**src/rtl/mem_ctrl_if.sv**
```systemverilog
// Host-side word bus between mem_ctrl and the backing memory.
// The master drives word requests; the slave grants them and returns read data in order.
interface mem_ctrl_if;
   logic        host_req;
   logic        host_we;
   logic [31:0] host_addr;
   logic [31:0] host_wdata;
   logic        host_gnt;
   logic        host_rvld;
   logic [31:0] host_rdata;

   modport master (
      output host_req, host_we, host_addr, host_wdata,
      input  host_gnt, host_rvld, host_rdata
   );

   modport slave (
      input  host_req, host_we, host_addr, host_wdata,
      output host_gnt, host_rvld, host_rdata
   );
endinterface

```
**src/rtl/mem_ctrl.sv**
```systemverilog
// Line-level memory controller: turns 64-byte fill/writeback requests into 16 host word
// transactions, with up to 16 reads outstanding and in-order read returns.
module mem_ctrl (
   input  logic        clk,
   input  logic        rst_n,
   input  logic        req_vld_i,
   input  logic        req_wr_i,
   input  logic [31:0] req_addr_i,
   input  logic [31:0] wr_line_i [0:15],
   output logic        ready_o,
   output logic        tx_done_o,
   output logic [31:0] rd_line_o [0:15],
   mem_ctrl_if.master  host
);

   typedef enum logic [1:0] {
      ST_IDLE  = 2'd0,
      ST_WRITE = 2'd1,
      ST_READ  = 2'd2,
      ST_DONE  = 2'd3
   } state_e;

   state_e      state_q, state_d;
   logic [25:0] tag_q, tag_d;
   logic [4:0]  cnt_q, cnt_d;
   logic [4:0]  rcnt_q, rcnt_d;
   logic [31:0] rd_line_q [0:15];
   logic        ready_q, ready_d;
   logic        tx_done_q, tx_done_d;
   logic        host_req_q, host_req_d;
   logic        host_we_q, host_we_d;
   logic [31:0] host_addr_q, host_addr_d;
   logic [31:0] host_wdata_q, host_wdata_d;
   logic        gnt_s;
   logic        rvld_s;
   logic        rd_wr_en_s;

   assign gnt_s  = host_req_q & host.host_gnt;
   // A return is only legal for a word already granted, so rcnt can never pass cnt.
   assign rvld_s = (state_q == ST_READ) && host.host_rvld && (rcnt_q < cnt_q);

   // Next-state logic for the transfer FSM and its counters.
   always_comb begin
      state_d    = state_q;
      tag_d      = tag_q;
      cnt_d      = cnt_q;
      rcnt_d     = rcnt_q;
      rd_wr_en_s = 1'b0;
      case (state_q)
         ST_IDLE: begin
            if (req_vld_i) begin
               tag_d   = req_addr_i[31:6];
               cnt_d   = 5'd0;
               rcnt_d  = 5'd0;
               state_d = req_wr_i ? ST_WRITE : ST_READ;
            end else begin
               state_d = ST_IDLE;
            end
         end
         ST_WRITE: begin
            if (gnt_s) begin
               cnt_d   = cnt_q + 5'd1;
               state_d = (cnt_q == 5'd15) ? ST_DONE : ST_WRITE;
            end else begin
               state_d = ST_WRITE;
            end
         end
         ST_READ: begin
            if (gnt_s) begin
               cnt_d = cnt_q + 5'd1;
            end else begin
               cnt_d = cnt_q;
            end
            if (rvld_s) begin
               rcnt_d     = rcnt_q + 5'd1;
               rd_wr_en_s = 1'b1;
               state_d    = (rcnt_q == 5'd15) ? ST_DONE : ST_READ;
            end else begin
               state_d = ST_READ;
            end
         end
         ST_DONE: begin
            state_d = ST_IDLE;
         end
         default: begin
            state_d = ST_IDLE;
         end
      endcase
   end

   // Registered outputs are precomputed from the next state so they line up with it.
   always_comb begin
      host_req_d   = (state_d == ST_WRITE) || ((state_d == ST_READ) && (cnt_d < 5'd16));
      host_we_d    = (state_d == ST_WRITE);
      host_addr_d  = host_req_d ? {tag_d, cnt_d[3:0], 2'b00} : 32'd0;
      host_wdata_d = (state_d == ST_WRITE) ? wr_line_i[cnt_d[3:0]] : 32'd0;
      ready_d      = (state_d == ST_IDLE);
      tx_done_d    = (state_d == ST_DONE);
   end

   // State, counter and output registers.
   always_ff @(posedge clk or negedge rst_n) begin
      if (!rst_n) begin
         state_q      <= ST_IDLE;
         tag_q        <= 26'd0;
         cnt_q        <= 5'd0;
         rcnt_q       <= 5'd0;
         ready_q      <= 1'b1;
         tx_done_q    <= 1'b0;
         host_req_q   <= 1'b0;
         host_we_q    <= 1'b0;
         host_addr_q  <= 32'd0;
         host_wdata_q <= 32'd0;
      end else begin
         state_q      <= state_d;
         tag_q        <= tag_d;
         cnt_q        <= cnt_d;
         rcnt_q       <= rcnt_d;
         ready_q      <= ready_d;
         tx_done_q    <= tx_done_d;
         host_req_q   <= host_req_d;
         host_we_q    <= host_we_d;
         host_addr_q  <= host_addr_d;
         host_wdata_q <= host_wdata_d;
      end
   end

   // Fill line buffer; holds its contents until the next fill overwrites it.
   always_ff @(posedge clk or negedge rst_n) begin
      if (!rst_n) begin
         for (int i = 0; i < 16; i++) begin
            rd_line_q[i] <= 32'd0;
         end
      end else if (rd_wr_en_s) begin
         rd_line_q[rcnt_q[3:0]] <= host.host_rdata;
      end
   end

   assign ready_o         = ready_q;
   assign tx_done_o       = tx_done_q;
   assign rd_line_o       = rd_line_q;
   assign host.host_req   = host_req_q;
   assign host.host_we    = host_we_q;
   assign host.host_addr  = host_addr_q;
   assign host.host_wdata = host_wdata_q;

endmodule

```
**src/flat_wrapper.sv**
```systemverilog
// flat-port wrapper written by rule: the top's interface ports become plain ports
module mem_ctrl_flat 
  (clk, rst_n, req_vld_i, req_wr_i, req_addr_i, wr_line_i, ready_o, tx_done_o, rd_line_o, host_host_req, host_host_we, host_host_addr, host_host_wdata, host_host_gnt, host_host_rvld, host_host_rdata);
  mem_ctrl_if host_i ();
  input  logic clk;
  input  logic rst_n;
  input  logic req_vld_i;
  input  logic req_wr_i;
  input  logic [31:0] req_addr_i;
  input  logic [31:0] wr_line_i[0:15];
  output logic ready_o;
  output logic tx_done_o;
  output logic [31:0] rd_line_o[0:15];
  output wire logic [$bits(host_i.host_req)-1:0] host_host_req;
  output wire logic [$bits(host_i.host_we)-1:0] host_host_we;
  output wire logic [$bits(host_i.host_addr)-1:0] host_host_addr;
  output wire logic [$bits(host_i.host_wdata)-1:0] host_host_wdata;
  input wire logic [$bits(host_i.host_gnt)-1:0] host_host_gnt;
  input wire logic [$bits(host_i.host_rvld)-1:0] host_host_rvld;
  input wire logic [$bits(host_i.host_rdata)-1:0] host_host_rdata;
  assign host_host_req = host_i.host_req;
  assign host_host_we = host_i.host_we;
  assign host_host_addr = host_i.host_addr;
  assign host_host_wdata = host_i.host_wdata;
  assign host_i.host_gnt = host_host_gnt;
  assign host_i.host_rvld = host_host_rvld;
  assign host_i.host_rdata = host_host_rdata;
  mem_ctrl u_core (.clk(clk), .rst_n(rst_n), .req_vld_i(req_vld_i), .req_wr_i(req_wr_i), .req_addr_i(req_addr_i), .wr_line_i(wr_line_i), .ready_o(ready_o), .tx_done_o(tx_done_o), .rd_line_o(rd_line_o), .host(host_i));
endmodule
```
**config.mk**
```make
export PLATFORM = sky130hd
export DESIGN_NAME = mem_ctrl_flat
export DESIGN_NICKNAME = d
export VERILOG_FILES = /design/src/rtl/mem_ctrl_if.sv /design/src/rtl/mem_ctrl.sv /design/src/flat_wrapper.sv
export SDC_FILE = /design/constraint.sdc
export NUM_CORES = 1
export LEC_CHECK = 0
export CORE_AREA = 2 2 455 457
export CTS_BUF_LIST = sky130_fd_sc_hd__clkbuf_8
export DETAILED_ROUTE_END_ITERATION = 8
export DIE_AREA = 0 0 457 459
export PLACE_DENSITY_LB_ADDON = 0.08
export REMOVE_ABC_BUFFERS = 1
export SYNTH_ARGS = -nofsm -noshare
export SYNTH_HDL_FRONTEND = slang
export SYNTH_SLANG_ARGS = --single-unit
```
**constraint.sdc**
```tcl
create_clock -name clk -period 4.81 [get_ports clk]
set_input_delay 0.962 -clock clk [delete_from_list [all_inputs] [get_ports clk]]
set_output_delay 0.962 -clock clk [all_outputs]
set_load 0.02 [all_outputs]
```
==> results_dict.tcl, run 1 <==
set metrics [dict create \
    maxCapViolCount 0 \
    hold_path_class "input port to async pin" \
    end_kind "register" \
    drive_above_1_share_pct 24.2 \
    via_per_inst 3.70 \
    finalNetCount 3941 \
    criticalPathCategory "register to register" \
    hold_viol_final 0 \
    min_period_ps 3450 \
    wl_um 178000 \
    dpl.hpwl_um 134000 \
    drt_first_pass_iters 4 \
    fillerInstances 22400 \
    tightest_slew_ps 1090 \
    clock-sinks 616 \
    post-route-period-util_pct 71.7 \
    synth_cells 2163 \
    grt-ovfl-total 0 \
    layout_common_cells "clkdlybuf4s50_1 (1,152), dfrtp_1 (615), mux2_2 (568), nand2_1 (336), clkbuf_8 (161)" \
    gp_congestion 0.807 \
    cp_slowest_cell "mux2i_1" \
    cp_slowest_stage_delay_ps 500 \
    relSlewSlack_pct 27.1 \
    busiest_layer "met2" \
    antenna_found_initial 105 \
    drc 0 \
    synth-seq-area-share_pct 56.2 \
    num_vias 22800 \
    port_buffers 1153 \
    power_mw 14.7 \
    start_util_pct 13.3 \
    grt.total_usage_pct 16.6 \
    cts.repair.resized 0 \
    synth_area_sq_um 27400 \
    instances_no_fill 6166 \
    crit_required_ps 5550 \
    dieWidth_um 457 \
    rsz0062_at_grt "no" \
    cp_max_fo 45 \
    grt_util_met3_pct 7.31 \
    cts_max_path_buffers 3 \
    crit_top_cell "mux2_2" \
    area_delta_synth_final_pct 64.3 \
    core_area_sq_um 206000 \
    ys_ff_latch 616 \
    netlist-cell-type-count 44 \
    ant_nets 0 \
    grt_use_met2_pct 29.3 \
    setup_viol 0 \
    die_area_sq_um 210000 \
    fp-row-count 167 \
    h-tree-depth 4 \
    vdd_ir_drop_max_v 0.000258 \
    cts_hold_buf 0 \
    cts_tree "built" \
    clk_latency_ps 880 \
    grt_pass1_vias 24100 \
    arrival_ps 4190 \
    synth.avg_cell_area_sq_um 12.7 \
    wire_per_inst_um 28.9 \
    drt_iter0_markers 818 \
    clk_pin_slew_ps 60 \
    num_io_pins 1162 \
    cts_root_buf "clkbuf_8" \
    grt_first_pass_wirelength_um 233000 \
    ys_warn_count 0 \
    post_cts_buffers 0 \
    grt_start_max_net_pins 128 \
    path_cells "inv_1 -> ha_1 -> or3b_1 -> mux2_2 -> a21boi_4 -> clkinv_8 -> buf_12 -> mux2i_1 -> mux2_2 -> o22ai_1 -> a221o_1" \
    p_per_area_nw_per_um2 327 \
    drv_slew 0 \
    p_leak_nw 20.1 \
    die_y_um 459 \
    cts_buffers 138 \
    grtUsageMet1_pct 18.1 \
    dp_cells 5908 \
    clock.fmax_ghz 0.290 \
    status "complete, no violations" \
    worst_clock_skew_ps 36.9 \
    worst_setup_path_start_kind "register" \
    layout_commonest_cell "clkdlybuf4s50_1" \
]
-- sequential cells by signal (all words and copies together), names as in the netlist --
name                    count
u_core.cnt_q                5
u_core.host.host_addr      30
u_core.host.host_req        1
u_core.host.host_wdata     32
u_core.host.host_we         1
u_core.rcnt_q               5
u_core.rd_line_o          512
u_core.ready_o              1
u_core.state_q              2
u_core.tag_q               26
u_core.tx_done_o            1
-- critical path: cells and delay by family, from the launching register on --
| family | cells | cell delay [ps] |
|---|---|---|
| AOI/OAI and AO/OA | 3 | 530 |
| adders and majority gates | 1 | 380 |
| buffers and inverters | 3 | 560 |
| DFF | 1 | 370 |
| muxes | 3 | 1030 |
| and+or+nand+nor | 1 | 360 |
-- per-stage QoR --
stage | hold slack [ps] | utilization (%) | worst slack (ps) | cell area [sq um] | setup TNS [ps]
floorplan | 439 | - | -5330 | 26700 | -182770
global placement | 452 | 20.6 | 720 | 42400 | 0
detailed placement | 456 | 20.6 | 709 | 42400 | 0
CTS | 70.3 | 21.9 | 1340 | 45000 | 0
global route | 155 | 21.9 | 1160 | 45000 | 0
finish | 200 | 21.9 | 1360 | 45100 | 0
-- report_power, final --
part           leakage, nW  internal, mW  switching [mW]
combinational         10.1          1.42            1.79
sequential            8.50          5.58           0.166
clock                 1.54          3.08            2.70
-- cells in the mapped netlist, drive strengths merged --
master | number | area [sq um]
dfrtp | 615 | 15400
mux2 | 576 | 6490
nand2 | 348 | 1310
mux2i | 125 | 1250
clkbuf | 87 | 334
buf | 83 | 423
a31oi | 65 | 407
and3 | 65 | 407
o22ai | 33 | 206
a221o | 31 | 310
a21oi | 29 | 145
inv | 20 | 80.1
ha | 15 | 188
nor2 | 13 | 48.8
and2 | 9 | 56.3
nand3 | 8 | 40.0
o21ai | 8 | 40.0
nor3 | 6 | 30.0
mux4 | 4 | 90.1
nand2b | 3 | 18.8
a22oi | 2 | 15.0
nand4 | 2 | 12.5
nor3b | 2 | 15.0
a211oi | 1 | 7.51
a21boi | 1 | 7.51
a21o | 1 | 7.51
a32oi | 1 | 8.76
conb | 1 | 3.75
dfstp | 1 | 26.3
nand3b | 1 | 7.51
nor2b | 1 | 6.26
o21a | 1 | 7.51
o31ai | 1 | 7.51
o41ai | 1 | 8.76
or3 | 1 | 6.26
or3b | 1 | 8.76
xnor2 | 1 | 8.76
-- final cells by class --
| type | count | area, sq um | area share [%] |
|---|---|---|---|
| clock buffers | 161 | 2220 | 4.92 |
| inverters | 20 | 87.6 | 0.194 |
| well taps | 2704 | 3380 | 7.51 |
| multi-input cells | 1358 | 11300 | 25.1 |
| repair buffers | 1210 | 12200 | 27.1 |
| flip-flops and latches | 616 | 15400 | 34.2 |
| clock inverters | 74 | 374 | 0.830 |
| diodes | 23 | 57.6 | 0.128 |
-- layer usage --
metal | part of all wire [%] | vias to the layer above
met5 | 0.21 | -
met4 | 2.3 | 60
met3 | 9.5 | 310
met2 | 50 | 987
met1 | 38 | 11400
li1 | - | 10100
-- cell families after synthesis --
logic type	after synthesis	share of synthesized area, %
muxes	705	28.5
DFF	616	56.2
and+or+nand+nor	460	7.16
buffers and inverters	190	3.05
AOI/OAI and AO/OA	175	4.30
adders and majority gates	15	0.684
other	1	0.0137
xor gates and xnor gates	1	0.0319
-- worst paths after layout --
path,startpoint,endpoint,slack (ps),depth (start not counted)
min reg2reg,u_core.tag_q[22],u_core.tag_q[22],460,2
min,rst_n,u_core.rd_line_o[415],200,1
max in group asynchronous,rst_n,u_core.rd_line_o[453],3540,2
max,u_core.state_q[0],u_core.host.host_wdata[4],1360,11
min in group clk,u_core.tag_q[22],u_core.tag_q[22],460,2
max reg2reg,u_core.state_q[0],u_core.host.host_wdata[4],1360,11
Note: power is estimated with default switching activity, not from simulation.
==> run 2: changes to the inputs <==
==> constraint.sdc (replaced) <==
create_clock -name clk -period 3.1 [get_ports clk]
set_input_delay 0.62 -clock clk [delete_from_list [all_inputs] [get_ports clk]]
set_output_delay 0.62 -clock clk [all_outputs]
set_load 0.02 [all_outputs]
==> run 2 against run 1 <==
Compared with the run above:
- clock power increased by 49%
- largest cell class unchanged
- clock-buffer cell count down 10
- worst setup slack got worse by 1300 ps
- register-to-register slack got worse by 1300 ps
- sequential power up 55%
- total power increased by 55%
- core utilization up 0.84 points
==> results_dict.tcl, run 2 (synthesized netlist as in run 1, its figures left out) <==
set metrics [dict create \
    regArea_sq_um 15400 \
    p_sw_share_pct 31.8 \
    hold_path_depth 3 \
    port_buffers 1153 \
    via_per_inst 3.71 \
    fin_util_pct 22.8 \
    whs_ps 283 \
    antenna_found_initial 106 \
    num_vias 23300 \
    vdd_ir_drop_max_v 0.000404 \
    num_io_pins 1162 \
    crit_required_ps 3840 \
    holdPathEnd "u_core.tag_q[8]" \
    rsz0062_at_grt "yes" \
    p_per_area_nw_per_um2 489 \
    die_area_sq_um 210000 \
    pre_cts_ws_ps -228 \
    relSlewSlack_pct 37.6 \
    maxCapViolCount 0 \
    clockPowerShare_pct 37.8 \
    cts_root_buf "clkbuf_8" \
    wire_per_inst_um 28.6 \
    grt.total_usage_pct 16.8 \
    cp_slowest_cell "or3b_1" \
    fillerInstances 22300 \
    r2r-start "u_core.state_q[0]" \
    core_area_sq_um 206000 \
    drv_slew 0 \
    hold_viol_final 0 \
    clock-sinks 616 \
    p_leak_nw 21.0 \
    multi_input_area_sq_um 11400 \
    tightest_slew_ps 934 \
    cts_buffers 138 \
    cp_slowest_stage_delay_ps 380 \
    drc 0 \
    hp-start "req_addr_i[14]" \
    finalSetupTns_ps 0 \
    grt_first_pass_wirelength_um 237000 \
    largest_register_ffs 512 \
    die_y_um 459 \
    post-route-period-util_pct 97.6 \
    r2r_end "u_core.host.host_wdata[4]" \
    layout_commonest_cell "clkdlybuf4s50_1" \
    arrival_ps 3760 \
    end_kind "register" \
    pwr-share-comb_pct 23.3 \
    dieWidth_um 457 \
    hold_path_class "input port to register" \
    layout_common_cells "clkdlybuf4s50_1 (1,152), dfrtp_1 (615), mux2_2 (568), nand2_1 (336), clkbuf_8 (151)" \
    drt_first_pass_iters 4 \
    cp_max_fo 16 \
    crit_top_cell "mux2_2" \
    internal_power_mw 15.6 \
    cts_max_path_buffers 3 \
    h-tree-depth 4 \
    status "complete, no violations" \
    drt_iter0_markers 935 \
    fin_ws_ps 75.4 \
    gp_congestion 0.828 \
    min_period_ps 3020 \
    reg2reg_depth 12 \
    dpl.hpwl_um 141000 \
    wl_um 180000 \
    ant_nets 0 \
    clock.fmax_ghz 0.331 \
    power_mw 22.9 \
    setup_viol 0 \
    criticalPathCategory "register to register" \
    fp-row-count 167 \
    drive_above_1_share_pct 27.4 \
    area_delta_synth_final_pct 70.6 \
    clk_pin_slew_ps 50 \
    power_frac_seq_pct 38.9 \
    clk_latency_ps 890 \
    worst_setup_path_start_kind "register" \
    grt_start_max_net_pins 82 \
    worst_clock_skew_ps 55.3 \
    cts_tree "built" \
    grt-ovfl-total 0 \
    start_util_pct 13.3 \
    finalNetCount 4086 \
    grt_pass1_vias 25000 \
    ff2ff_setup_slack_ps 80 \
    switchingPower_mw 7.29 \
    path_cells "inv_1 -> ha_1 -> or3b_1 -> mux2_2 -> a21boi_4 -> clkinv_8 -> buf_12 -> buf_16 -> mux2i_1 -> mux2_2 -> o22ai_1 -> a221o_1" \
]
## run 2: what timing repair did
item	CTS	global route
setup endpoints to repair	4	11
buffers inserted	0	1
hold buffers	1	0
endpoints found under the hold margin	33	0
cloned	0	1
pin swaps	0	0
resized for setup	5	15
## run 2: cell type report
class	count	area share, %
clock inverters	68	0.786
well taps	2704	7.23
multi-input cells	1358	24.3
flip-flops and latches	616	32.9
diodes	24	0.128
inverters	20	0.187
clock buffers	151	4.44
repair buffers	1355	29.9
## run 2: worst max-delay path by stage
| stage | slack [ps] | from | end |
|---|---|---|---|
| after global placement | -240 | host_host_gnt | u_core.host.host_wdata[23] |
| final | 80 | u_core.state_q[0] | u_core.host.host_wdata[4] |
| after detailed placement | -230 | host_host_gnt | u_core.host.host_wdata[23] |
| after floorplan | -6700 | host_host_gnt | u_core.host.host_wdata[29] |
| after CTS | -3 | u_core.state_q[0] | u_core.host.host_wdata[23] |
| after global routing | -30 | u_core.state_q[0] | u_core.host.host_wdata[24] |
## run 2: metrics by stage
stage                     cell area [sq um]  cells
after floorplan                       26700   1994
after global placement                44100   6050
after detailed placement              44100   6050
after CTS                             46600   6270
after global routing                  46700   6279
final                                 46800   6296
## run 2: layer usage
| metal | global-route usage [%] | vias up | part of all wire (%) |
|---|---|---|---|
| met3 | 7.34 | 345 | 9.0 |
| met1 | 18.2 | 11500 | 38 |
| met2 | 29.3 | 1014 | 49 |
| li1 | - | 10400 | - |
| met4 | 5.11 | 82 | 3.3 |
| met5 | 0 | - | 0.28 |
## run 2: worst max-delay path: cells and delay by family, from the launching register on
kind                       cells  cell delay (ps)
DFF                            1              370
buffers and inverters          4              530
and+or+nand+nor                1              380
adders and majority gates      1              300
AOI/OAI and AO/OA              3              490
muxes                          3              820
## run 2: power by group through the flow
stage / logic, mW / registers [mW] / clock network, mW
CTS: 5.46 / 8.92 / 9.22
floorplan: 1.43 / 9.55 / 0
detailed placement: 5.44 / 9.04 / 0
global route: 5.73 / 8.97 / 9.48
finish: 5.34 / 8.91 / 8.64
global placement: 5.47 / 9.04 / 0
==> run 3: changes to the inputs <==
--- a/config.mk
+++ b/config.mk
@@ -6,7 +6,7 @@
 export NUM_CORES = 1
 export LEC_CHECK = 0
 export CORE_AREA = 2 2 455 457
-export CTS_BUF_LIST = sky130_fd_sc_hd__clkbuf_8
+export CTS_BUF_LIST = sky130_fd_sc_hd__clkbuf_2 sky130_fd_sc_hd__clkbuf_4 sky130_fd_sc_hd__clkbuf_8
 export DETAILED_ROUTE_END_ITERATION = 8
 export DIE_AREA = 0 0 457 459
 export PLACE_DENSITY_LB_ADDON = 0.08
==> run 3 against run 2 <==
Compared with the run above:
- cell count barely moved
- die area unchanged
- worst setup slack better by 1.9 ps
- non-clock buffer count stayed put
- routed wire length hardly changed
- critical path depth is the same
- clock skew rose by 0.71 ps
- via count increased by 0.18%
- design area is 0.37% higher
- largest power group is now clock
==> results_dict.tcl, run 3 (synthesized netlist as in run 1, its figures left out) <==
set metrics [dict create \
    status "complete, no violations" \
    clock.fmax_ghz 0.331 \
    ff2ff_setup_slack_ps 80 \
    r2r-start "u_core.state_q[0]" \
    power_mw 23.5 \
    maxCapViolCount 0 \
    layout_commonest_cell "clkdlybuf4s50_1" \
    setup_viol 0 \
    arrival_ps 3760 \
    path_cells "inv_1 -> ha_1 -> or3b_1 -> mux2_2 -> a21boi_4 -> clkinv_8 -> buf_12 -> buf_16 -> mux2i_1 -> mux2_2 -> o22ai_1 -> a221o_1" \
    dpl.hpwl_um 141000 \
    clock-sinks 616 \
    h-tree-depth 4 \
    num_vias 23400 \
    r2r_end "u_core.host.host_wdata[4]" \
    drive_above_1_share_pct 28.8 \
    endpoint "u_core.host.host_wdata[4]" \
    ant_nets 0 \
    wl_um 180000 \
    core_area_sq_um 206000 \
    cts_buffers 138 \
    grt_util_met3_pct 7.35 \
    vdd_ir_drop_max_v 0.000405 \
    start_util_pct 13.3 \
    wire_per_inst_um 28.6 \
    layout_common_cells "clkdlybuf4s50_1 (1,152), dfrtp_1 (615), mux2_2 (568), nand2_1 (336), clkbuf_8 (151)" \
    largest_register_ffs 512 \
    clk_latency_ps 890 \
    criticalPathCategory "register to register" \
    grtUsageMet1_pct 18.2 \
    reg2reg_depth 12 \
    post-route-period-util_pct 97.5 \
    finalNetCount 4086 \
    grt_pass1_vias 25000 \
    cp_slowest_cell "or3b_1" \
    grt_start_max_net_pins 82 \
    antenna_found_initial 106 \
    end_kind "register" \
    p_leak_nw 21.0 \
    cp_max_fo 16 \
    tightest_slew_ps 922 \
    drt_iter0_markers 989 \
    grt_first_pass_wirelength_um 236000 \
    worst_setup_path_start_kind "register" \
    fin_util_pct 22.8 \
    crit_path_start "u_core.state_q[0]" \
    dieWidth_um 457 \
    fp-row-count 167 \
    cts_tree "built" \
    clk_pin_slew_ps 60 \
    grt_use_met2_pct 29.3 \
    via_per_inst 3.72 \
    die_area_sq_um 210000 \
    die_y_um 459 \
    rsz0062_at_grt "yes" \
    hold_viol_final 0 \
    relSlewSlack_pct 38.4 \
    grt.total_usage_pct 16.8 \
    crit_required_ps 3840 \
    drt_first_pass_iters 4 \
    worst_clock_skew_ps 56.0 \
    min_period_ps 3020 \
    area_delta_synth_final_pct 71.3 \
    busiest_layer "met2" \
    num_io_pins 1162 \
    drc 0 \
    p_per_area_nw_per_um2 500 \
    gp_congestion 0.828 \
    cts_root_buf "clkbuf_8" \
    hold_path_class "input port to register" \
    drv_slew 0 \
    cp_slowest_stage_delay_ps 380 \
    cts_max_path_buffers 3 \
    port_buffers 1153 \
    crit_top_cell "mux2_2" \
    grt-ovfl-total 0 \
    finalSetupTns_ps 0 \
]
run 3: routing by layer:
layer	up-vias	share of wire [%]	wire length, um
met2	1013	50	89200
li1	10300	-	-
met1	11600	38	69100
met5	-	0.28	500
met4	82	2.8	4960
met3	337	9.1	16400
run 3: timing repair:
item                       in CTS  in global routing
setup buffers                   0                  1
setup endpoints to repair       4                 11
resized for setup               5                 15
hold buffers                    1                  0
hold endpoints to repair       33                  0
cloned                          0                  1
run 3: how the worst min path moves through the flow:
stage / start / to / slack, ps / depth (start not counted)
finish: req_addr_i[14] / u_core.tag_q[8] / 280 / 3
floorplan: rst_n / u_core.cnt_q[0] / 320 / 0
global route: req_addr_i[6] / u_core.tag_q[0] / 200 / 3
CTS: req_addr_i[14] / u_core.tag_q[8] / 100 / 3
detailed placement: u_core.tag_q[18] / u_core.tag_q[18] / 460 / 2
global placement: u_core.tag_q[11] / u_core.tag_q[11] / 450 / 2
run 3: where the power goes:
group / internal [mW] / switching, mW / leakage, nW
Clock: 5.06 / 4.18 / 1.40
Sequential: 8.65 / 0.254 / 8.50
Combinational: 2.49 / 2.84 / 11.1
Total: 16.2 / 7.28 / 21.0
run 3: critical path, delay by kind of cell (launching register included):
kind / cells / cell delay (ps)
flip-flops: 1 / 370
AND/OR/NAND/NOR: 1 / 380
buffers and inverters: 4 / 530
multiplexers: 3 / 820
AO/OA/AOI/OAI: 3 / 490
adder cells (fa/ha/maj): 1 / 300
run 3: stage by stage:
stage | cells | hold slack (ps) | setup WS [ps] | instance area, sq um
after floorplan | 1994 | 324 | -6700 | 26700
after global placement | 6050 | 454 | -237 | 44100
after detailed placement | 6050 | 458 | -228 | 44100
after CTS | 6270 | 103 | -2.99 | 46800
after global routing | 6279 | 196 | -28.1 | 46900
final | 6290 | 279 | 77.3 | 47000
run 3: area by class of cell:
| class | count | area [sq um] |
|---|---|---|
| antenna | 18 | 45.0 |
| clock buffer | 201 | 2450 |
| clock inverter | 18 | 180 |
| fill | 22300 | 159000 |
| inverter | 20 | 87.6 |
| multi-input combinational | 1358 | 11400 |
| sequential | 616 | 15400 |
| tap | 2704 | 3380 |
| timing repair buffer | 1355 | 14000 |
==> edit 1 (config.mk and constraints of run 2) <==
The 4 states of `state_e` get a one-hot encoding in 4 bits.
--- a/src/rtl/mem_ctrl.sv
+++ b/src/rtl/mem_ctrl.sv
@@ -14,9 +14,9 @@
 );
 
-   typedef enum logic [1:0] {
-      ST_IDLE  = 2'd0,
-      ST_WRITE = 2'd1,
-      ST_READ  = 2'd2,
-      ST_DONE  = 2'd3
+   typedef enum logic [3:0] {
+      ST_IDLE  = 4'b0001,
+      ST_WRITE = 4'b0010,
+      ST_READ  = 4'b0100,
+      ST_DONE  = 4'b1000
    } state_e;
 
Check against the original RTL: same outputs for any inputs over 4 cycles, from zero or initial values and one cycle with rst_n low; so few cycles prove little.
==> edit 1 against run 2 <==
Global-route usage up 0.92 points. First-iteration DRC count increased by 14%. Combinational power is 9.7% higher. Synthesized cell count is 14% higher. Sequential cell count increased by 2. Final area decreased by 0.94%. Routed wire length rose by 5.8%. Worst setup slack improved by 0.11 ns. Synthesized area grew 0.12%. Power grew 3.7%. Clock power grew 2.9%. Critical endpoint is now u_core.rd_line_o[64]. Largest cell class unchanged. Largest power group unchanged.
==> edit 1: results (changes against run 2) <==
Seq cells: 618 (was 616)
first-pass iteration count of the detailed router: 5 (was 4)
Critical Path Slowest Stage Cell: dfrtp_1 (was or3b_1)
# diodes: 32 (was 24)
Worst-Margin Slew: 0.945 ns (was 0.934 ns)
Non-clk invs: 14 (was 20)
input/output buffers: 1153 (unchanged)
CP max stage delay: 0.36 ns (was 0.38 ns)
CLK BUF: 160 (was 151)
CTS Buf Count: 134 (was 138)
Global Route Usage Sum: 0.177 (was 0.168)
sequential cell area share: 0.334 (was 0.329)
critical path's top delay family: compound AO/OA/AOI/OAI gates (was multiplexers)
CP arrival: 3.64 ns (was 3.76 ns)
Non-clock buffering overhead: 0.294 (was 0.299)
worst-path fanout max: 13 (was 16)
Multi-In Gates: 1628 (was 1358)
Final #Nets: 4323 (was 4086)
worst r2r path cells: 10 (was 12)
GPL Wtd Cong: 0.908 (was 0.828)
Leakage: 0.0210 µW (about the same)
peak supply drop: 0.404 mV (about the same)
first-pass GRT wire length: 250000 µm (was 237000 µm)
wire per inst: 29.1 µm (was 28.6 µm)
hpwl dp: 148000 µm (was 141000 µm)
largest net degree at the start of global routing: 106 (was 82)
R2R Setup Slk: 0.19 ns (was 0.08 ns)
Multi-input gate area: 11200 µm² (was 11400 µm²)
drt first-iter violations: 1068 (was 935)
worst setup path endpoint: u_core.rd_line_o[64] (was u_core.host.host_wdata[4])
status: finished, final reports clean (unchanged)
fill count: 22.5k (was 22.3k)
worst hold-check path type: in -> async (was in -> reg)
Commonest cells post-synth: dfrtp_1, nand2_1, mux2_1 (was dfrtp_1, mux2_2, nand2_1)
Post-Synthesis Cells: 2457 (was 2163)
pre-CTS worst setup slack: -0.437 ns (was -0.228 ns)
clk_skew: 0.0714 ns (was 0.0553 ns)
initial antenna violation count: 85 (was 106)
total number of vias: 25.0k (was 23.3k)
reg2reg start: u_core.cnt_q[1] (was u_core.state_q[0])
final worst-path cycle share: 0.939 (was 0.976)
Cell variety after synth: 56 (was 44)
clock-cell share of area: 0.0552 (was 0.0523)
vias in the first global route: 26.4k (was 25.0k)
register area share after synthesis: 0.563 (was 0.562)
## edit 1: cell count changes after synthesis, moves of 12 or more
cell | before | now
mux2_2 | 568 | 11
mux2_1 | 8 | 501
nand3_1 | 8 | 252
nand2_1 | 348 | 540
mux2i_1 | 125 | 1
nor2_1 | 13 | 101
buf_2 | 26 | 98
a31oi_1 | 65 | 0
and3_1 | 65 | 12
buf_1 | 41 | 6
a221o_1 | 31 | 0
o2111ai_1 | 0 | 31
nor2b_1 | 1 | 27
nand4_1 | 2 | 14
## edit 1: power by group
| part | switching [µW] | internal, µW | total [µW] |
|---|---|---|---|
| combinational | 3360 | 2500 | 5860 |
| clock | 4150 | 4740 | 8890 |
| sequential | 287 | 8700 | 8980 |
| total | 7790 | 15900 | 23700 |
## edit 1: timing repair
item,in CTS,in global routing
hold endpoints to repair,115,0
hold buffers,1,0
pin swaps,0,1
setup endpoints to repair,19,1
setup buffers,0,0
resized for setup,1,2
## edit 1: logic make-up after synthesis
logic type,count (synthesis),synth area share
xor+xnor,2,0.000638
fa+ha+maj,11,0.00501
other cells,1,0.000137
buf+inv,212,0.0347
simple gates,968,0.151
flops,618,0.563
mux,513,0.210
compound gates,132,0.0344
## edit 1: per-stage QoR
stage | instance area (µm²) | util | total power (µW) | hold WS [ns]
after floorplan | 26600 | - | 11200 | 0.324
after global placement | 43700 | 0.213 | 15100 | 0.449
after detailed placement | 43700 | 0.213 | 15100 | 0.456
after CTS | 46300 | 0.225 | 24400 | 0.0831
after global routing | 46300 | 0.225 | 25000 | 0.163
final | 46300 | 0.225 | 23700 | 0.249
## edit 1: per-layer routing
layer,track usage,share of wire
met3,0.0668,0.081
met1,0.192,0.38
met5,0,0.0019
met2,0.313,0.50
met4,0.0614,0.036
==> edit 2 (config.mk and constraints of run 2) <==
Without the edit above. Take the reset off `host_wdata_q` and load it in a clocked block of its own.
--- a/src/rtl/mem_ctrl.sv
+++ b/src/rtl/mem_ctrl.sv
@@ -111,5 +111,4 @@
          host_we_q    <= 1'b0;
          host_addr_q  <= 32'd0;
-         host_wdata_q <= 32'd0;
       end else begin
          state_q      <= state_d;
@@ -122,6 +121,9 @@
          host_we_q    <= host_we_d;
          host_addr_q  <= host_addr_d;
-         host_wdata_q <= host_wdata_d;
       end
+   end
+
+   always_ff @(posedge clk) begin
+      host_wdata_q <= host_wdata_d;
    end
 
Behaviour: not the same (a bounded check fails within 4 cycles, from zero or initial values and one cycle with rst_n low).
==> edit 2 against run 2 <==
Maximum frequency grew 4.1%. Clock skew grew 0.022 ns. Synthesized area shrank 1.5%. Power grew 16%. Worst setup slack gained 0.12 ns. Routed wire length shrank 0.16%. Sequential cell count is the same. Final area shrank 1.9%. Sequential share of layout area grew 0.29 points. Via count shrank 7.9%.
==> edit 2: results (changes against run 2) <==
placed cells: 5569 (was 6050)
largest cells by area after synthesis: dfrtp_1, mux2_1, mux4_2 (was dfrtp_1, mux2_2, nand2_1)
GPL Wtd Cong: 0.984 (was 0.828)
worst skew pair latency: 0.91 ns (was 0.89 ns)
Post-Layout Cell Count: 5835 (was 6296)
fill count: 22.0k (was 22.3k)
syn_area_per_cell: 15.8 µm² (was 12.7 µm²)
WHS: 0.272 ns (was 0.283 ns)
Leakage: 0.0200 µW (was 0.0210 µW)
proportion of layout cells with a drive suffix above 1: 0.231 (was 0.274)
DR WL met2: 94600 µm (was 88200 µm)
total length of routed wires: 180000 µm (about the same)
fmax: 344 MHz (was 331 MHz)
vias in the first global route: 23.6k (was 25.0k)
complex-gate fraction of the synthesized area: 0.0279 (was 0.0430)
largest family of logic cells by synthesized area: multiplexers (unchanged)
Global Route Usage Sum: 0.168 (about the same)
worst hold-check path type: in -> async (was in -> reg)
worst r2r path cells: 11 (was 12)
metal3 WL: 17000 µm (was 16200 µm)
Post-CTS Resized: 0 (was 5)
met1 Usage GRT: 0.168 (was 0.182)
GR Util met2: 0.310 (was 0.293)
mux contribution to synthesized area: 0.333 (was 0.285)
fraction of registers with async set or reset after synthesis: 0.948 (was 1.00)
status: finished, final reports clean (unchanged)
first-pass iteration count of the detailed router: 4 (unchanged)
Commonest cells post-synth: dfrtp_1, mux2_1, mux2_2 (was dfrtp_1, mux2_2, nand2_1)
pre-CTS worst setup slack: -0.445 ns (was -0.228 ns)
register area share after synthesis: 0.565 (was 0.562)
met3 Use GR: 0.0748 (was 0.0734)
Design Area, Final: 45900 µm² (was 46800 µm²)
CP max stage delay: 0.40 ns (was 0.38 ns)
CP arrival: 3.62 ns (was 3.76 ns)
postcts setup bufs: 4 (was 0)
Final #Nets: 3605 (was 4086)
largest net degree at the start of global routing: 65 (was 82)
CTS Buf Count: 136 (was 138)
initial antenna violation count: 120 (was 106)
critical path's top delay family: compound AO/OA/AOI/OAI gates (was multiplexers)
dpl cell area: 43000 µm² (was 44100 µm²)
R2R Setup Slk: 0.19 ns (was 0.08 ns)
xor/xnor share of the synthesized area: 0.000648 (was 0.000319)
Worst-Margin Slew: 0.871 ns (was 0.934 ns)
hpwl dp: 144000 µm (was 141000 µm)
CP startpoint: u_core.cnt_q[2] (was u_core.state_q[0])
Critical R2R Capture: u_core.rd_line_o[206] (was u_core.host.host_wdata[4])
switch share: 0.320 (was 0.318)
area share of fa/ha/maj cells after synthesis: 0.00695 (was 0.00684)
Cell variety after synth: 63 (was 44)
first-pass GRT wire length: 234000 µm (was 237000 µm)
peak supply drop: 0.318 mV (was 0.404 mV)
clk_skew: 0.0772 ns (was 0.0553 ns)
Critical Path Slowest Stage Cell: dfrtp_1 (was or3b_1)
drt first-iter violations: 894 (was 935)
total number of vias: 21.5k (was 23.3k)
-- edit 2: changes by cell type after synthesis, moves of 39 or more --
cell	delta
mux2i_1	-122
buf_1	-39
mux2_1	+329
nand2_1	-310
and3_1	-58
mux4_2	+124
a31oi_1	-65
nand3_1	+61
mux2_2	-367
-- edit 2: cell type report --
| cell class | instances | area share |
|---|---|---|
| Antenna cell | 28 | 0.00153 |
| Clock buffer | 155 | 0.0465 |
| Clock inverter | 78 | 0.0140 |
| Inverter | 18 | 0.00147 |
| Multi-Input combinational cell | 934 | 0.237 |
| Sequential cell | 616 | 0.332 |
| Tap cell | 2704 | 0.0737 |
| Timing Repair Buffer | 1302 | 0.293 |
-- edit 2: power groups by stage --
stage               Sequential [µW]  Clock (µW)  Combinational (µW)
floorplan                     10100           0                2820
global placement               9390           0                7730
detailed placement             9390           0                7750
CTS                            9270       10200                7780
global route                   9340       10500                8060
finish                         9260        9590                7600
